### config.mk
export PLATFORM = sky130hd
export DESIGN_NAME = dense_argmax_classifier
export DESIGN_NICKNAME = d
export VERILOG_FILES = /design/src/rtl/dense_argmax_classifier.sv
export SDC_FILE = /design/constraint.sdc
export NUM_CORES = 1
export LEC_CHECK = 0
export CAP_MARGIN = 10
export CORE_ASPECT_RATIO = 0.6
export CORE_UTILIZATION = 35
export DETAILED_ROUTE_END_ITERATION = 8
export GPL_TIMING_DRIVEN = 0
export HOLD_SLACK_MARGIN = 0.08
export PLACE_DENSITY_LB_ADDON = 0.1
export SYNTH_ARGS = -nofsm -noshare
export SYNTH_HDL_FRONTEND = slang
export SYNTH_SLANG_ARGS = --single-unit
### constraint.sdc
create_clock -name clk -period 27.1 [get_ports clk]
set_clock_uncertainty 0.05 [all_clocks]
set_input_delay 5.42 -clock clk [delete_from_list [all_inputs] [get_ports clk]]
set_output_delay 5.42 -clock clk [all_outputs]
set_load 0.05 [all_outputs]
### src/rtl/dense_argmax_classifier.sv
// Argmax over a captured class-score vector: one comparison per cycle, reporting
// the winning index, its score and the margin over the runner-up.
module dense_argmax_classifier #(
    parameter int DATA_W      = 16,
    parameter int NUM_CLASSES = 10,
    parameter int IDX_W       = $clog2(NUM_CLASSES)
) (
    input  logic                     clk,
    input  logic                     rst,
    input  logic                     start,
    input  logic signed [DATA_W-1:0] in_vec [NUM_CLASSES],
    output logic                     busy,
    output logic                     done,
    output logic [IDX_W-1:0]         class_idx,
    output logic signed [DATA_W-1:0] max_val,
    output logic [DATA_W:0]          margin
);

    localparam logic [0:0] ST_IDLE = 1'b0;
    localparam logic [0:0] ST_SCAN = 1'b1;
    localparam logic signed [DATA_W-1:0] MOST_NEG = {1'b1, {(DATA_W-1){1'b0}}};
    localparam logic [IDX_W-1:0] LAST_IDX = IDX_W'(NUM_CLASSES - 1);

    logic [0:0]               state_r;
    logic [IDX_W-1:0]         cnt_r;
    logic signed [DATA_W-1:0] buf_r [NUM_CLASSES];
    logic signed [DATA_W-1:0] max_r;
    logic signed [DATA_W-1:0] second_r;
    logic [IDX_W-1:0]         idx_r;

    logic signed [DATA_W-1:0] elem_s;
    logic signed [DATA_W-1:0] max_nxt_s;
    logic signed [DATA_W-1:0] second_nxt_s;
    logic [IDX_W-1:0]         idx_nxt_s;
    logic [DATA_W:0]          margin_s;

    // Running max/second update for the element under the scan pointer.
    always_comb begin
        elem_s       = buf_r[cnt_r];
        max_nxt_s    = max_r;
        second_nxt_s = second_r;
        idx_nxt_s    = idx_r;
        if (elem_s > max_r) begin
            second_nxt_s = max_r;
            max_nxt_s    = elem_s;
            idx_nxt_s    = cnt_r;
        end else if (elem_s > second_r) begin
            // An equal-to-max score lands here, which is what makes a tie give margin 0.
            second_nxt_s = elem_s;
        end else begin
            second_nxt_s = second_r;
        end
        margin_s = {max_nxt_s[DATA_W-1], max_nxt_s} - {second_nxt_s[DATA_W-1], second_nxt_s};
    end

    // Score buffer; loaded only when a start is accepted, so no reset is needed.
    always_ff @(posedge clk) begin
        if ((state_r == ST_IDLE) && start) begin
            buf_r <= in_vec;
        end
    end

    // Control FSM, running values and registered result outputs.
    always_ff @(posedge clk) begin
        if (rst) begin
            state_r   <= ST_IDLE;
            cnt_r     <= '0;
            max_r     <= MOST_NEG;
            second_r  <= MOST_NEG;
            idx_r     <= '0;
            busy      <= 1'b0;
            done      <= 1'b0;
            class_idx <= '0;
            max_val   <= '0;
            margin    <= '0;
        end else begin
            done <= 1'b0;
            case (state_r)
                ST_IDLE: begin
                    if (start) begin
                        max_r    <= MOST_NEG;
                        second_r <= MOST_NEG;
                        idx_r    <= '0;
                        cnt_r    <= '0;
                        busy     <= 1'b1;
                        state_r  <= ST_SCAN;
                    end
                end
                ST_SCAN: begin
                    max_r    <= max_nxt_s;
                    second_r <= second_nxt_s;
                    idx_r    <= idx_nxt_s;
                    cnt_r    <= cnt_r + IDX_W'(1);
                    if (cnt_r == LAST_IDX) begin
                        class_idx <= idx_nxt_s;
                        max_val   <= max_nxt_s;
                        margin    <= margin_s;
                        done      <= 1'b1;
                        busy      <= 1'b0;
                        state_r   <= ST_IDLE;
                    end
                end
                default: begin
                    busy    <= 1'b0;
                    state_r <= ST_IDLE;
                end
            endcase
        end
    end

endmodule

# After elaboration in Yosys (flattened, before gate mapping)
# Cells that the tools add are included.
# op_classes
n_reduce_logical	4
div	0
n_lt_le_gt_ge	3
addsub	2
bitwise	2
n_shift	0
n_eq_ne	3
muxes	20
multipliers	0
# op_table
operator	count
2-to-1 mux 16 bit	6
binary-select mux 16 bit (select 4 bit)	1
case mux 16 bit (2 select lines)	2
> comparator 16 bit	2
subtractor 16 x 16 -> 17 bit	1
case mux 4 bit (2 select lines)	2
2-to-1 mux 4 bit	2
>= comparator 5 bit, second input constant	1
2-to-1 mux 1 bit	5
inverter 4 -> 5 bit	1
adder 4 x 1 -> 4 bit, second input constant	1
equality test 4 bit, second input constant	1
case mux 1 bit (2 select lines)	2
AND reduction 2 bit	2
inequality test 2 x 1 -> 1 bit, second input constant	1
inequality test 2 bit, second input constant	1
OR reduction 2 bit	1
logical AND 1 bit	1
inverter 1 bit	1
# word_totals
rom_bits	0
latch_bits	0
register_bits	240
memories	0
input_bits	163
output_inout_bits	39
word_cells	54
mem_bits_rw	0

# Longest topological paths before layout
# depth
word_depth	8
mapped_depth	25

# Worst setup path before layout
# Ideal clock, no wire load.
# synth_path
path_kind	input port to flip-flop
from	in start
to	reg max_r[10]
t_required_ns	26.933
cell_stages	4
setup_slack_ns	13.728
path_buffers	1
setup_ns	0.117
arrival_ns	13.206
path_cell_list	nor2b_1 > a211oi_4 > buf_6 > a22o_1
# synth_between
elab_chain_len	1
# synth_lines
item	line_no	text
start, declared	10	input logic start,
inequality test 2 bit (no line)	n/a	
end signal, assigned	90	max_r <= max_nxt_s;
end, declared	27	logic signed [DATA_W-1:0] max_r;
# Every way passes these cells.
# A chain may end at the register's enable or synchronous reset.

# Worst setup path after layout
# layout_path
from	in start
to	reg buf_r[25] (netlist bit), enable pin
# layout_between
elab_chain_len	1
# layout_lines
item	line_no	text
logical AND 1 bit	58	if ((state_r == ST_IDLE) && start) begin
end signal, assigned	59	buf_r <= in_vec;
end, declared	26	logic signed [DATA_W-1:0] buf_r [NUM_CLASSES];
# Every way passes these cells.

==> out/results.tsv <==
stage	metric	value	unit
job	# Max-Cap Violations	0	
synth	Avg Cell Area, Syn	13.0	um^2
synth	Synth Area in XOR/XNOR	0.391	%
sta	Slew @ Worst Pin	0.840	ns
final_layout	commonest cells after routing, fill and taps aside	clkdlybuf4s50_1, edfxtp_1, dfxtp_1	
setup_path	max incr delay on CP	0.73	ns
placed_design	routability cong.	0.855	
drt	Post-Route WL	31.2	mm
drt	vias per cell	5.07	
drt	ANT nets after route	0	
sta	Slew Viols, Final	0	
global_route	pin count of the biggest net entering global routing	36	
global_route	initial antenna violation count	1	
die	die area	0.0327	mm^2
clock_tree	CTS clk-pin slew, worst paths	0.06	ns
global_route	GR Util All Layers	19.2	%
clock_tree	Root Buffer	clkbuf_16	
synth	synthesized-area fraction occupied by adder cells	5.77	%
synth	FF+latch count, synth	240	
hold_path	Hold Path Depth	2	
die	core area	0.0313	mm^2
setup_path	worst path required time	27.28	ns
synth	synthesized instance count	861	
setup_path	CP cell instances	clkdlybuf4s50_1 > nor2b_4 > buf_12 > buf_12 > buf_12 > buf_12	
clock_tree	CTS tree	yes	
sta	final setup violating endpoints	0	
clock_tree	H-tree depth	1	
global_route	grt met3 use	3.73	%
die	IO Pins	202	
synth	Post-synth EDFFs	160	
synth	area share of and/or/nand/nor cells after synthesis	7.87	%
synth	sequential area share after synthesis	57.2	%
power	P_leak	5.28	nW
global_route	layer with the highest usage	met1	
global_route	vias in the first global route	7745	
setup_path	CP endpoint kind	flip-flop	
die	Cell Rows	50	
clock_tree	CTS resizes	0	
clock_tree	Clk Latency, worst-skew pair	0.54	ns
sta	final worst-path cycle share	27.8	%
die	die height	141	um
setup_path	Setup Crit Path Kind	in -> reg	
placed_design	Port Buffers	201	
setup_path	crit path launch type	primary input	
global_route	met1 usage	30.3	%
drt	Pre-antenna DRT Iters	5	
setup_path	CP arrival	7.72	ns
clock_tree	Post-CTS Setup Bufs	0	
sta	hold_ws	0.405	ns
setup_path	slowest CP cell	nor2b_4	
clock_tree	hold-fix buffers at CTS	0	
drt	First DRT Iteration DRCs	546	
sta	Peak Freq	133	MHz
setup_path	most frequent CP cell	buf_12	
synth	synth unique cells	69	
setup_path	critical path peak fanout	35	
final_layout	Filler cells	2846	
die	Initial Util	35.7	%
sta	Final min period	7.54	ns
final_layout	NumNets Final	1308	
sta	Setup TNS	0	ns
global_route	global-route wire length before repair	47.3	mm
outcome	status	complete, no violations	
final_layout	layout cells sized above 1	11.3	%
drt	drt wl/cell	20.4	um
synth	main combinational cell family by area after synthesis	multiplexers	
final_layout	Layout area overhead	30.8	%
synth	Mapped Area	0.0112	mm^2
power	maximum vdd drop	54.0	uV
synth	Syn. warnings	0	
global_route	Overflow after GRT	0	
synth	syn nets	1075	
placed_design	DP HPWL	23.9	mm
synth	Post-synth top flop	edfxtp_1	
clock_tree	clock sinks	240	
drt	vias	7749	
drt	residual DRC count	0	
clock_tree	number of buffers created by CTS	25	
setup_path	reg2reg path depth	23	
sta	hold violation count in the final report	0	
synth	area fraction in compound gates after synthesis	11.8	%
sta	RSZ-0062 raised after global routing	false	
global_route	met2 GRT Util	27.1	%
clock_tree	clock tree buffer depth	3	
final_layout	commonest non-fill, non-tap cell in the layout	clkdlybuf4s50_1	
synth	FFs w/ async S/R, synth	0	%
power	Pwr Density	66.7	mW/mm^2
die	Die W	233	um
hold_path	min-delay worst type	reg -> reg	
sta	relative slew slack	43.9	%
synth	multiplexer share of the synthesized area	12.7	%
[report_power, final]
group | total [mW] | switching, mW | internal, mW
sequential | 0.415 | 0.00550 | 0.410
clock | 0.344 | 0.150 | 0.194
combinational | 0.218 | 0.122 | 0.0958
[sequential cells by signal, indices dropped and copies added (netlist names), 4 cells and up]
name and count:
cnt_r 4, max_val 16, second_r 16, idx_r 4, max_r 16, buf_r 160
margin 17, class_idx 4
[metal layers]
metal  wire, um  vias up  part of all wire [%]
met3       1850       33                   5.9
met5         11        -                 0.035
met2      12700      204                    41
li1           -     3753                     -
met1      16100     3757                    52
met4        522        2                   1.7
[cell type report]
cell class	instances	area, um^2	share of cell area [%]
antenna	1	2.50	0.0171
buffer	45	258	1.76
clock buffer	33	658	4.49
clock inverter	12	143	0.974
inverter	57	214	1.46
multi-input combinational	519	4330	29.5
sequential	240	6410	43.7
tap	416	520	3.55
timing repair buffer	206	2120	14.5
[cells in the mapped netlist (3+ instances only)]
cell       instances  share of area (%)
o221ai_2          10                1.3
clkbuf_1          21               0.70
inv_1             57                1.9
nand4_1            4               0.22
o21ai_0           20               0.89
a21oi_1           51                2.3
or3_1              4               0.22
nor3_1            13               0.58
o2111ai_1          3               0.23
dfxtp_1           80                 14
xnor2_1            5               0.39
mux2i_1           66                5.9
nand3_1           32                1.4
nand2b_1           4               0.22
buf_4              3               0.20
a211oi_1           6               0.40
nor2b_1            7               0.39
o21a_1            21                1.4
buf_2             10               0.45
o211ai_1           5               0.34
o221ai_1           5               0.39
o31ai_1            3               0.20
o22ai_1           16               0.89
mux4_2            32                6.4
edfxtp_1         160                 43
buf_1              4               0.13
ha_1              50                5.6
nand2_1           39                1.3
a22o_1            15                1.2
o32ai_1            4               0.31
nor2_1            61                2.0
buf_6              5               0.50
[critical path, delay by kind of cell]
kind                   cells  cell delay [ns]
AND/OR/NAND/NOR            1             0.73
buffers and inverters      5             1.51
[cell families (layout without fill, tap and decap cells)]
kind of cell / after synthesis / count (layout)
flops: 240 / 240
compound gates: 181 / 181
simple gates: 181 / 181
buf+inv: 102 / 353
mux: 101 / 101
fa+ha+maj: 51 / 51
xor+xnor: 5 / 5
other cells: 0 / 1
[path summary, 6_finish.rpt]
kind         startpoint          to  slack, ns
min           margin[7]   margin[7]       0.40
min reg2reg   margin[7]   margin[7]       0.40
max reg2reg    cnt_r[1]  margin[16]      20.15
max               start   buf_r[25]      19.56
[metrics by stage]
step | total power, mW | util (%) | cell area (um^2) | std cells | worst slack, ns
floorplan | 0.568 | - | 11200 | 861 | 13.73
global placement | 0.641 | 43.8 | 13700 | 1478 | 9.16
detailed placement | 0.639 | 44.2 | 13800 | 1483 | 18.92
CTS | 0.986 | 46.7 | 14600 | 1528 | 19.51
global route | 1.02 | 46.7 | 14600 | 1528 | 19.39
finish | 0.977 | 46.7 | 14600 | 1529 | 19.56
(Power assumes the default switching activity.)
==> patch 1 (same flow settings) <==
Make the reset (`rst`) asynchronous in one clocked block.
--- a/src/rtl/dense_argmax_classifier.sv
+++ b/src/rtl/dense_argmax_classifier.sv
@@ -63,3 +63,3 @@
     // Control FSM, running values and registered result outputs.
-    always_ff @(posedge clk) begin
+    always_ff @(posedge clk or posedge rst) begin
         if (rst) begin
Formal check against the unedited RTL: differs if rst is asserted again (counterexample within 4 cycles, from zero or initial values and one cycle with rst high); with rst held inactive, the same outputs for 10 cycles.
==> patch 1 against the original RTL <==
Via count increased by 1.4%; critical path depth decreased by 1; non-clock buffer count increased by 1; setup slack got worse by 0.053 ns; routed wire length increased by 4.3%; synthesized area increased by 2.6%; sequential cell count unchanged; register-to-register slack got worse by 0.35 ns; sequential share of layout area increased by 1.9 points; hold slack improved by 0.028 ns; count of clock-buffer cells in the layout increased by 1; cell area increased by 1.8%; highest routed layer unchanged.
Power is not shown: default switching activity piles up to over one toggle a cycle in this logic, so the estimate is an artifact.
==> patch 1: results (changes against the original RTL) <==
* Top post-synthesis cells by area: edfxtp_1, dfrtp_1, mux2i_1, ha_1, mux2_2
* Root buf cell: clkbuf_16
* Final number of setup-violating endpoints at 0 (unchanged)
* Worst skew pair latency at between 0.5 and 0.6 ns
* Overflow after GRT at 0 (unchanged)
* Met2 usage at 0.272 (+0.00164)
* Placer Congestion at 0.893 (+4.5%)
* Slew @ Worst Pin at 0.974 ns (+0.134 ns)
* Synth async-reset ratio at 0.333 (+0.333)
* CP Max Fanout at 66 (+89%)
* Worst stage delay on the critical path at 0.62 ns (-0.11 ns)
* Multiplexer area fraction after synthesis at 0.136 (+0.00844)
* Yosys warnings at 0 (unchanged)
* CP max-delay cell: clkdlybuf4s50_1
* WP data arrival at 7.74 ns (+0.02 ns)
* Global routing usage on met1 at 0.304 (+0.00178)
* Hold wc startpoint: margin[3]
* H-tree depth at 1 (unchanged)
* Post-synthesis compound-gate area fraction at 0.113 (-0.00505)
* M1 WL at 17.2 mm (+6.4%)
* Final HPWL DP at 24.3 mm (+2.0%)
* Top Metal Used: met5
* Reg2reg end: margin[16]
* Post-Synth XOR/XNOR Area at 0.00839 (+0.00448)
* Nets@finish at 1,312 (+0.31%)
* Vias at 7,860 (+1.4%)
* Sequential share of the synthesized area at 0.593 (+0.0206)
* Reg2Reg Launch Point: cnt_r[1]
* Vias in the first global route at 7,790 (+0.58%)
* Clock buffer depth at 3 (unchanged)
* Gr usage total at 0.194 (+0.00147)
* Mean routed wirelength per cell at 21.2 um (+4.1%)
* Port bufs at 201 (unchanged)
* Worst Setup EP: buf_r[144]
* Metal2 WL at 13.1 mm (+3.2%)
* R2R cell count at 23 (unchanged)
* Initial antenna violation count at 4 (+3)
* Post-synthesis cell type count at 59 (-14%)
* Met3 Use GR at 0.0409 (+0.00367)
* Reg2reg setup slack at 19.80 ns (-0.35 ns)
* Synth Area in Adders at 0.0562 (-0.00146)
* First-pass GRT wire length at 48.3 mm (+2.2%)
* Metal3 WL at 1.86 mm (+0.11%)
* Pin count of the biggest net entering global routing at 68 (+89%)
* Most frequent cells after synthesis: edfxtp_1, mux2i_1, dfrtp_1
* Starting DRT DRC Count at 688 (+26%)
* Net count after synthesis at 1,081 (+0.56%)
* Status: completed
* Layout cells sized above 1 at 0.0986 (-0.0147)
[patch 1: changes by cell type in the layout (fill, tap and decap cells not counted), moves of 32 or more]
| cell | delta |
|---|---|
| dfrtp_1 | +78 |
| dfxtp_1 | -80 |
| mux2_2 | +37 |
| mux2i_1 | +34 |
| mux4_2 | -32 |
| nor2_1 | -32 |
[patch 1: final cells by class]
cell class	count	area, um2
inverters	42	160
clock buffers	34	669
repair buffers	204	2090
flip-flops and latches	240	6810
clock inverters	11	135
well taps	416	520
multi-input cells	537	4310
diodes	1	2.50
fillers	2852	16800
plain buffers	48	219
[patch 1: per-stage QoR]
| step | setup WS [ns] | hold WS (ns) | area (um2) | instances | util |
|---|---|---|---|---|---|
| after floorplan | 16.22 | 0.419 | 11500 | 867 | - |
| after global placement | 13.03 | 0.414 | 14000 | 1484 | 0.442 |
| after detailed placement | 19.03 | 0.426 | 14100 | 1487 | 0.445 |
| after CTS | 19.58 | 0.440 | 14900 | 1532 | 0.470 |
| after global routing | 19.34 | 0.461 | 14900 | 1532 | 0.470 |
| final | 19.51 | 0.433 | 14900 | 1533 | 0.470 |
[patch 1: critical path: cells and delay by family]
kind | cells | cell delay, ns
buffers and inverters | 4 | 1.89
and+or+nand+nor | 1 | 0.33
[patch 1: worst min path at each step]
stage          slack (ns)            to  cells after the start
4_1_cts              0.44     margin[5]                      2
3_5_place_dp         0.43     margin[5]                      2
3_3_place_gp         0.41  class_idx[1]                      2
5_1_grt              0.46    margin[10]                      2
6_report             0.43     margin[3]                      2
2_1_floorplan        0.42      idx_r[3]                      1
==> patch 2 (config.mk and constraints unchanged) <==
Made on the original files. Set the parameter `NUM_CLASSES` to 20 (it was 10).
--- a/src/rtl/dense_argmax_classifier.sv
+++ b/src/rtl/dense_argmax_classifier.sv
@@ -4,3 +4,3 @@
     parameter int DATA_W      = 16,
-    parameter int NUM_CLASSES = 10,
+    parameter int NUM_CLASSES = 20,
     parameter int IDX_W       = $clog2(NUM_CLASSES)
Ports: changed (resized class_idx and in_vec); port bits go from 202 to 363. The function was not compared with the original's and may differ.
==> patch 2 against the original RTL <==
Critical path depth is 18 higher; sequential cell count is 163 higher; maximum frequency is 12% lower; register-to-register slack worse by 1.6 ns; synthesized cell count is 28% higher; final cell count is 44% higher; routed wire length is 61% higher; synthesized area is 55% higher; total power is 57% higher; setup slack worse by 1.1 ns; cell area is 60% higher; largest cell class unchanged.
==> patch 2: results (changes against the original RTL) <==
* Placed cell areas at 22,100 um2 (+59%)
* Global routing usage on met1 at 0.295 (-0.00738)
* R2R cell count at 24 (+4.3%)
* ANT cells at 2 (+1)
* Port bufs at 362 (+80%)
* Slew headroom at 0.290 (-0.149)
* Num rows at 62 (+24%)
* Nets@finish at 1,894 (+45%)
* Net count after synthesis at 1,477 (+37%)
* Post-Synth XOR/XNOR Area at 0.00151 (-0.00240)
* Starting DRT DRC Count at 768 (+41%)
* Worst hold endpoint: margin[2]
* Clock-cell share of area at 0.0568 (+0.00213)
* Sequential share of cell area at 0.481 (+0.0440)
* Met3 Use GR at 0.0424 (+0.00517)
* Layout Utilization at 0.484 (+0.0164)
* CP Max Fanout at 10 (-71%)
* Regs by FF count: buf_r (320), margin (17)
* Area of the multi-input gates at 5690 um2 (+31%)
* Placer Congestion at 0.862 (+0.89%)
* Most frequent cells after synthesis: edfxtp_1, dfxtp_1, mux4_2
* Initial antenna violation count at 7 (+6)
* Synth Area in Adders at 0.0364 (-0.0213)
* Syn Inst Count at 1,104 (+28%)
* Post-Route WL at 50.3 mm (+61%)
* PwrDens at 65.7 nW/um2 (-1.6%)
* Worst skew pair latency at 0.56 ns (+0.02 ns)
* Number of synthesized register bits at 403 (+68%)
* Final HPWL DP at 39.1 mm (+64%)
* Worst hold slack at 0.405 ns (+0.000160 ns)
* Post-layout min period at 8.60 ns (+1.06 ns)
* Met2 usage at 0.294 (+0.0232)
* WP data arrival at 8.99 ns (+1.27 ns)
* Gr usage total at 0.197 (+0.00495)
* Bufs w/o clock at 435 (+73%)
* Vias in the first global route at 11,606 (+50%)
* Flop+latch power at 713 uW (+72%)
* Worst Setup EP: margin[14]
* Power share of the combinational group at 0.163 (-0.060)
* Multi-input gate count at 601 (+16%)
* Non-Filler Instances at 2,196 (+44%)
* Status: completed
* Metal2 WL at 21.9 mm (+73%)
## patch 2: cell count changes after synthesis, sizes merged, moves of 17 or more
| cell | change |
|---|---|
| edfxtp | +160 |
| mux4 | +48 |
| mux2 | +27 |
| inv | -18 |
| nand3 | -17 |
| a21o | +18 |
| o21a | -18 |
## patch 2: critical path, cell delays in order, from the launching register on
cell and delay (ns):
dfxtp_1 0.30, clkbuf_1 0.51, nor2b_1 0.20, clkbuf_1 0.57
clkbuf_1 0.65, a21oi_1 0.17, o21ai_0 0.67, ha_1 0.27
a21oi_1 0.07, o21a_1 0.20, o41ai_1 0.85, nor4_4 0.14
nor2_4 0.39, buf_4 0.29, buf_4 0.25, o21ai_0 0.14
ha_1 0.22, fa_1 0.40, nand2b_1 0.20, a21oi_1 0.32
o31ai_1 0.21, a2111oi_1 0.94, nor4_1 0.13, nor3_1 0.24
nor2_1 0.07
